## src/rtl/ita_step_scheduler.sv

```systemverilog
// ita_step_scheduler: walks heads x steps (Q,K,V,QK,AV,OW) x tiles. Each tile
// goes out as one command on a valid/ready channel. Outstanding tiles are
// credit-limited, and each step drains completely before the next one starts.
package ita_step_pkg;
  typedef enum logic [2:0] {
    StepIdle = 3'd0,
    StepQ    = 3'd1,
    StepK    = 3'd2,
    StepV    = 3'd3,
    StepQK   = 3'd4,
    StepAV   = 3'd5,
    StepOW   = 3'd6
  } step_e;

  typedef enum logic [1:0] {
    StIdle   = 2'd0,
    StIssue  = 2'd1,
    StDrain  = 2'd2,
    StFinish = 2'd3
  } state_e;
endpackage

// Handshake: a command transfers on a cycle where tile_valid_o && tile_ready_i.
// Once raised, valid stays high and step/tile/head stay stable until that
// transfer happens. tile_done_i is an unconditional one-cycle completion pulse.
module ita_step_scheduler
  import ita_step_pkg::*;
#(
  parameter int unsigned H              = 1,
  parameter int unsigned MaxOutstanding = 2,
  localparam int unsigned HeadW         = $clog2(H + 1),
  localparam int unsigned OutW          = $clog2(MaxOutstanding + 1)
) (
  input  logic             clk_i,
  input  logic             rst_ni,
  input  logic             start_i,
  input  logic [31:0]      lin_tiles_i,
  input  logic [31:0]      attn_tiles_i,
  input  logic [HeadW-1:0] n_heads_i,
  output logic             tile_valid_o,
  input  logic             tile_ready_i,
  output step_e            step_o,
  output logic [31:0]      tile_idx_o,
  output logic [HeadW-1:0] head_idx_o,
  input  logic             tile_done_i,
  output logic             busy_o,
  output logic             done_o,
  output logic             err_o
);

  state_e           state_q, state_d;
  step_e            step_q, step_d;
  logic [31:0]      tile_q, tile_d;
  logic [31:0]      lin_q, lin_d;
  logic [31:0]      attn_q, attn_d;
  logic [HeadW-1:0] head_q, head_d;
  logic [HeadW-1:0] nh_q, nh_d;
  logic [OutW-1:0]  outst_q, outst_d;
  logic             err_q, err_d;

  logic [31:0]      step_count;
  logic             tile_valid;
  logic             hs;

  // Valid depends only on registered state, so ready/done never feed back into it.
  always_comb begin
    step_count = (step_q == StepQK || step_q == StepAV) ? attn_q : lin_q;
    tile_valid = (state_q == StIssue) && (tile_q < step_count) &&
                 (outst_q < OutW'(MaxOutstanding));
    hs         = tile_valid && tile_ready_i;
  end

  // Sequencer: config latch, tile/step/head walk, drain barrier, credit count.
  always_comb begin
    state_d = state_q;
    step_d  = step_q;
    tile_d  = tile_q;
    lin_d   = lin_q;
    attn_d  = attn_q;
    head_d  = head_q;
    nh_d    = nh_q;
    outst_d = outst_q;
    err_d   = 1'b0;

    // Credits: issue adds one, completion removes one. A completion with
    // nothing in flight and no same-cycle issue is spurious and only flagged.
    if (hs && !tile_done_i) begin
      outst_d = outst_q + OutW'(1);
    end else if (!hs && tile_done_i) begin
      if (outst_q != '0) outst_d = outst_q - OutW'(1);
      else               err_d   = 1'b1;
    end

    unique case (state_q)
      StIdle: begin
        if (start_i) begin
          lin_d   = lin_tiles_i;
          attn_d  = attn_tiles_i;
          nh_d    = n_heads_i;
          head_d  = '0;
          step_d  = StepQ;
          tile_d  = '0;
          outst_d = '0;
          state_d = (n_heads_i == '0) ? StFinish : StIssue;
        end
      end
      StIssue: begin
        if (hs) begin
          tile_d = tile_q + 32'd1;
          if (tile_q + 32'd1 >= step_count) state_d = StDrain;
        end else if (tile_q >= step_count) begin
          state_d = StDrain;
        end
      end
      StDrain: begin
        // Barrier: the next step only starts once every tile of this one is back.
        if (outst_q == '0) begin
          tile_d = '0;
          if (step_q == StepOW) begin
            step_d = StepQ;
            if (head_q + HeadW'(1) == nh_q) begin
              head_d  = '0;
              state_d = StFinish;
            end else begin
              head_d  = head_q + HeadW'(1);
              state_d = StIssue;
            end
          end else begin
            step_d  = step_e'(step_q + 3'd1);
            state_d = StIssue;
          end
        end
      end
      StFinish: begin
        state_d = StIdle;
      end
      default: state_d = StIdle;
    endcase
  end

  // State registers; reset abandons any run and forgets in-flight tiles.
  always_ff @(posedge clk_i or negedge rst_ni) begin
    if (!rst_ni) begin
      state_q <= StIdle;
      step_q  <= StepQ;
      tile_q  <= '0;
      lin_q   <= '0;
      attn_q  <= '0;
      head_q  <= '0;
      nh_q    <= '0;
      outst_q <= '0;
      err_q   <= 1'b0;
    end else begin
      state_q <= state_d;
      step_q  <= step_d;
      tile_q  <= tile_d;
      lin_q   <= lin_d;
      attn_q  <= attn_d;
      head_q  <= head_d;
      nh_q    <= nh_d;
      outst_q <= outst_d;
      err_q   <= err_d;
    end
  end

  // Outputs are decoded from registered state only.
  always_comb begin
    busy_o       = (state_q == StIssue) || (state_q == StDrain);
    done_o       = (state_q == StFinish);
    err_o        = err_q;
    tile_valid_o = tile_valid;
    step_o       = busy_o ? step_q : StepIdle;
    tile_idx_o   = tile_q;
    head_idx_o   = head_q;
  end

endmodule
```

## config.mk

```make
export PLATFORM = sky130hd
export DESIGN_NAME = ita_step_scheduler
export DESIGN_NICKNAME = d
export VERILOG_FILES = /design/src/rtl/ita_step_scheduler.sv
export SDC_FILE = /design/constraint.sdc
export NUM_CORES = 1
export LEC_CHECK = 0
export ABC_AREA = 1
export CORE_UTILIZATION = 40
export DETAILED_ROUTE_END_ITERATION = 8
export PLACE_DENSITY_LB_ADDON = 0.1
export SYNTH_ARGS = -nofsm -noshare
export SYNTH_HDL_FRONTEND = slang
export SYNTH_SLANG_ARGS = --single-unit
```

## constraint.sdc

```tcl
create_clock -name clk_i -period 3.29 [get_ports clk_i]
set_clock_uncertainty 0.15 [all_clocks]
set_input_delay 0.658 -clock clk_i [delete_from_list [all_inputs] [get_ports clk_i]]
set_output_delay 0.658 -clock clk_i [all_outputs]
set_load 0.01 [all_outputs]
```

==> flow_metrics.tcl, run 1 <==
set metrics [dict create \
    synthesis.nets 1033 \
    finalWorstSetupSlack_ps -311 \
    die_x_um 134 \
    cts.htree.levels 3 \
    synthDominantAreaCellType "dfrtp_1" \
    layout.cells.most_common_list "nand2_1 (338), buf_4 (155), clkdlybuf4s50_1 (107)" \
    timing.hold.ws_ps 224 \
    groute.usage.overall 0.213 \
    rows 47 \
    max-clock-path-buffers 2 \
    worstSetupPathType "reg -> out" \
    post_route_cells_drive_above_1_share 0.223 \
    grt_start_max_net_pins 65 \
    detail-route-antenna-nets 0 \
    endpoint_kind "output port" \
    finish.net_count 1293 \
    synth.yosys.warnings 0 \
    commonest_non_fill_non_tap_cell_in_the_layout "nand2_1" \
    boundaryPins 110 \
    detailed_place_hpwl_um 13400 \
    instances_no_fill 1375 \
    finalWirelength_um 19400 \
    numPlacedInstances 1327 \
    power_switching_w 0.00301 \
    drt_iter0_drc 290 \
    synth.area.top_cells "dfrtp_1 (38%), nand2_1 (19%), ha_1 (13%)" \
    cts-buffers-inserted 9 \
    setup-tns-final_ps -530 \
    comb_power_share 0.567 \
    start_util 0.415 \
    hold_path.class "in -> async" \
    synth_top_cell_area_share 0.377 \
    start_kind "register" \
    p_per_area_nw_per_um2 718 \
    timing.critical_path.required_ps 2480 \
    avgRoutedWirePerCell_um 14.1 \
    fmax_mhz 278 \
    tritoncts "built" \
    power_report.internal_total_w 0.00431 \
    synth_async_sr_flop_share 1.00 \
    avg_synthesized_cell_area_um2 7.84 \
    switching_share 0.411 \
    worst_slew_margin_rel 0.453 \
    syn_area_um2 6980 \
    maxSlewViolCount 0 \
    cts.sink_count 106 \
    first_global_vias 6316 \
    antenna_cells 0 \
    core_um2 16800 \
    setup_violations 3 \
    grt_setup_unrepaired "true" \
    max-cap-violations 0 \
    dieArea_um2 18000 \
    leakagePower_nw 5.31 \
    routed_via_density 4.72 \
    pwr-share-seq 0.278 \
    clock_tree.root_cell "clkbuf_16" \
    pre_cts_ws_ps -287 \
    via_count 6495 \
    ys_seq_elements 106 \
    drc_errors_left 0 \
    die-height_um 134 \
    status "finished with violations" \
    gp_congestion 0.821 \
    post_layout_utilization_of_the_core 0.607 \
    globalRouteOverflowTotal 0 \
    yosysUniqueCellTypes 47 \
    clkPwrFrac 0.156 \
    worst_skew_pair.late_latency_ps 370 \
    worstPathMaxFanout 8 \
    synth-main-ff-cell "dfrtp_1" \
    hold_violation_total_from_the_final_report 0 \
    port_buffers 109 \
    ctsHoldBuffers 0 \
    post_synth_inst_count 890 \
    firstDrtPassIters 5 \
    final.min_clock_period_ps 3600 \
    synth-seq-area-share 0.380 \
    grt_first_pass_wirelength_um 30400 \
    min_period_over_period 1.09 \
    synth_edf_count 0 \
    vdd.ir_drop.worst_v 0.000497 \
    clock_slew_at_the_register_clock_pins_of_the_worst_setup_and_hold_paths_ps 70 \
    area_growth_from_synthesis_to_layout_pct 46.3 \
    worst_slew_pin_slew_ps 820 \
    critical_path_arrival_ps 2790 \
    failing_checks "negative setup slack" \
    antenna_violations_before_repair 0 \
]
-- per-layer routing --
| layer | vias up | share of wire | wire (um) | global-route usage |
|---|---|---|---|---|
| met3 | 24 | 0.042 | 806 | 0.0329 |
| met1 | 2923 | 0.49 | 9510 | 0.295 |
| li1 | 3404 | - | - | - |
| met4 | 0 | 0.014 | 280 | 0.0512 |
| met5 | - | 0 | 0 | 0 |
| met2 | 144 | 0.45 | 8760 | 0.349 |
-- cell type report --
type,instances,area [um^2]
fillers,1536,6610
multi-input cells,676,4190
flip-flops and latches,106,2650
repair buffers,276,2480
inverters,81,304
well taps,220,275
clock buffers,11,243
clock inverters,5,60.1
-- power groups by stage --
stage / logic [W] / registers [W] / clock network, W
2_1_floorplan: 0.00206 / 0.00196 / 0
3_3_place_gp: 0.00338 / 0.00204 / 0
3_5_place_dp: 0.00343 / 0.00202 / 0
4_1_cts: 0.00354 / 0.00201 / 0.00117
5_1_grt: 0.00460 / 0.00209 / 0.00122
6_report: 0.00415 / 0.00204 / 0.00114
-- stage by stage --
step | power, W | instance area [um^2]
after global placement | 0.00541 | 9290
final | 0.00733 | 10200
after floorplan | 0.00403 | 6980
after CTS | 0.00672 | 9780
after detailed placement | 0.00545 | 9290
after global routing | 0.00791 | 10200
-- registers in the layout (all words and copies together) (netlist names), 2 cells and up --
register and count:
step_q 3, attn_q 32, state_q 2, outst_q 2
lin_q 32, tile_idx_o 32
-- cells in the mapped netlist (8+ instances only) --
master / n
nand2_1: 352
dfrtp_1: 105
inv_1: 76
ha_1: 73
a21oi_1: 32
o21ai_1: 32
mux2i_1: 30
nor2_1: 27
nand3_1: 23
xor2_1: 22
nor3_1: 17
clkbuf_1: 14
o21ai_0: 12
buf_2: 8
nand4_1: 8
-- cell families after synthesis --
group           count (synthesis)  synth area share
buf+inv                       108            0.0606
xor+xnor                       27            0.0350
fa+ha+maj                      73             0.131
flops                         106             0.380
simple gates                  452             0.275
compound gates                 93            0.0730
mux                            31            0.0447
-- worst max-delay path, cell delays in order, from the launching register on --
cell     delay [ps]
dfrtp_1         400
inv_2            70
nand2_2          60
buf_12          150
buf_12          140
mux2i_2         150
ha_1            290
nand2_2          70
nor4_2          280
buf_4           170
nor4b_4         170
buf_4           180
nand2_4          50
nand2_2          70
nor2_1           40
buf_2           130
-- final timing paths --
kind | depth (start not counted) | slack, ps | from | endpoint
min | 1 | 220 | rst_ni | attn_q[10]
max | 15 | -310 | step_q[1] | tile_valid_o
min reg2reg | 2 | 330 | lin_q[15] | lin_q[15]
min in group clk_i | 2 | 330 | lin_q[15] | lin_q[15]
max in group asynchronous | 2 | 2010 | rst_ni | attn_q[30]
max reg2reg | 23 | -110 | tile_idx_o[1] | state_q[1]
-- timing repair --
action                                 CTS  global route
endpoints found under the hold margin    0             0
resized for setup                       22            51
setup endpoints to repair                3            37
pin swaps                               10            17
setup buffers                           14            13
cloned                                   0             5
Power figures use the tool's default switching activity.
==> inputs of run 2 (changes only) <==
--- a/config.mk
+++ b/config.mk
@@ -7,6 +7,7 @@
 export LEC_CHECK = 0
 export ABC_AREA = 1
 export CORE_UTILIZATION = 40
+export CTS_BUF_LIST = sky130_fd_sc_hd__clkbuf_4 sky130_fd_sc_hd__clkbuf_8
 export DETAILED_ROUTE_END_ITERATION = 8
 export PLACE_DENSITY_LB_ADDON = 0.1
 export SYNTH_ARGS = -nofsm -noshare
==> run 2 against run 1 <==
The run still ends with negative setup slack left. Sequential cell count is the same. Worst hold slack lost 45 ps. Power grew 2.1%. Cell count grew 0.15%. Sequential share of layout area shrank 0.60 points. Combinational power grew 9.2%. Clock power shrank 23%. First-iteration DRC count grew 3.8%. Sequential power grew 2%. Critical path depth shrank 1. Critical endpoint unchanged.
==> flow_metrics.tcl, run 2 (synthesized netlist as in run 1, its figures left out) <==
set metrics [dict create \
    critical_path_arrival_ps 2780 \
    die_x_um 134 \
    port_buffers 109 \
    pwr-share-seq 0.278 \
    min_period_over_period 1.09 \
    area_growth_from_synthesis_to_layout_pct 49.8 \
    finalWirelength_um 19900 \
    firstDrtPassIters 5 \
    timing.critical_path.required_ps 2480 \
    clock_slew_at_the_register_clock_pins_of_the_worst_setup_and_hold_paths_ps 100 \
    groute.usage.overall 0.216 \
    cts-buffers-inserted 9 \
    detailed_place_hpwl_um 13400 \
    endpoint_kind "output port" \
    avgRoutedWirePerCell_um 14.5 \
    leakagePower_nw 5.30 \
    via_count 6606 \
    timing.critical_path.slowest_cell_delay_ps 400 \
    final.min_clock_period_ps 3580 \
    worst_slew_pin_slew_ps 833 \
    post_route_cells_drive_above_1_share 0.254 \
    failing_checks "negative setup slack" \
    commonest_non_fill_non_tap_cell_in_the_layout "nand2_1" \
    dieArea_um2 18000 \
    maxSlewViolCount 0 \
    worst-path-buf-inv 5 \
    cp_cell_sequence "inv_2, nand2_4, buf_12, mux2i_4, ha_4, nand2_2, nor4_2, buf_4, nor4b_4, buf_4, nand2_4, nand2_4, nor2_1, buf_2" \
    max-clock-path-buffers 2 \
    routed_via_density 4.80 \
    globalRouteOverflowTotal 0 \
    finalWorstSetupSlack_ps -294 \
    pre_cts_ws_ps -287 \
    ctsHoldBuffers 0 \
    power_report.internal_total_w 0.00432 \
    first_global_vias 6321 \
    drt_iter0_drc 301 \
    worstSetupPathType "reg -> out" \
    path_common_cell "nand2_4" \
    rows 47 \
    worst_slew_margin_rel 0.444 \
    comb_power_share 0.605 \
    worstPathMaxFanout 8 \
    power_switching_w 0.00317 \
    setup_violations 3 \
    switching_share 0.423 \
    hold_violation_total_from_the_final_report 0 \
    cts.sink_count 106 \
    status "finished with violations" \
    worst_skew_pair.late_latency_ps 400 \
    die-height_um 134 \
    start_util 0.415 \
    gp_congestion 0.821 \
    finish.net_count 1295 \
    drc_errors_left 0 \
    p_per_area_nw_per_um2 716 \
    hold_path.class "in -> async" \
    timing.critical_path.slowest_stage_cell "dfrtp_1" \
    grt_setup_unrepaired "true" \
    post_layout_utilization_of_the_core 0.621 \
    grt_first_pass_wirelength_um 30700 \
    start_kind "register" \
    max-cap-violations 0 \
    vdd.ir_drop.worst_v 0.000523 \
    core_um2 16800 \
    cts.htree.levels 3 \
    clkPwrFrac 0.117 \
    grt_start_max_net_pins 65 \
    clock_tree.root_cell "clkbuf_8" \
    fmax_mhz 279 \
    detail-route-antenna-nets 0 \
    boundaryPins 110 \
    antenna_violations_before_repair 0 \
    fillers 1529 \
    layout.cells.most_common_list "nand2_1 (334), buf_4 (150), clkdlybuf4s50_1 (107)" \
    critical_path.top_delay_family "buffers and inverters" \
    tritoncts "built" \
    antenna_cells 0 \
]
==> run 2: changes by cell type in the layout (fill, tap and decap cells not counted), sizes merged <==
cell / previous run / this run
clkbuf: 13 / 15
==> run 2: layer usage <==
| metal | track usage | routed length [um] |
|---|---|---|
| met3 | 0.0363 | 881 |
| met5 | 0 | 0 |
| met4 | 0.0568 | 361 |
| met1 | 0.299 | 9550 |
| met2 | 0.349 | 9130 |
==> run 2: worst register-to-register path, stage by stage, from the launching register on <==
cell and delay, ps:
dfrtp_1 420, nand2_4 140, buf_12 200, clkbuf_16 190
mux2i_1 260, ha_1 310, nand2_1 80, nor2_1 50
a211oi_2 140, nand2_1 80, nand2_1 80, nand2_2 70
nand2_4 80, nand2_4 50, buf_4 120, buf_6 100
buf_6 100, buf_6 100, buf_6 100, buf_4 120
buf_4 130, o21ai_2 110, nand2_2 90, nand3_1 80
nand2_1 60
==> run 2: final timing paths <==
path                       startpoint      endpoint  slack [ps]  cells after the start
min in group clk_i         attn_q[21]    attn_q[21]         340                      2
hold / removal                 rst_ni     lin_q[13]         180                      1
hold reg to reg            attn_q[21]    attn_q[21]         340                      2
setup reg to reg            step_q[2]    state_q[1]        -210                     24
setup / recovery            step_q[1]  tile_valid_o        -290                     14
max in group asynchronous      rst_ni     lin_q[23]        2010                      2
==> run 2: cell type report <==
cell class | instances | area, um^2 | area share
clock buffer | 11 | 145 | 0.0139
tap | 220 | 275 | 0.0263
inverter | 81 | 304 | 0.0291
clock inverter | 5 | 60.1 | 0.00575
multi-input combinational | 676 | 4440 | 0.425
timing repair buffer | 278 | 2570 | 0.246
sequential | 106 | 2660 | 0.254
==> run 2: through the flow <==
step	TNS [ps]	hold WS [ps]	instances	power [W]	area, um^2
6_report	-718	178	1377	0.00749	10500
3_3_place_gp	-577	315	1327	0.00541	9290
4_1_cts	-700	223	1363	0.00660	9810
2_1_floorplan	0	212	890	0.00403	6980
3_5_place_dp	-624	316	1327	0.00545	9290
5_1_grt	-4670	242	1377	0.00807	10500
==> run 2: power groups by stage <==
stage	sequential, W	combinational [W]	clock [W]
after global placement	0.00204	0.00338	0
after CTS	0.00203	0.00367	0.000905
after global routing	0.00213	0.00498	0.000958
after floorplan	0.00196	0.00206	0
final	0.00208	0.00453	0.000876
after detailed placement	0.00202	0.00343	0
==> run 2: timing repair <==
item,CTS,global route
resized for setup,43,81
buffers inserted,24,7
endpoints found under the setup margin,3,37
cloned,1,7
pin swaps,16,26
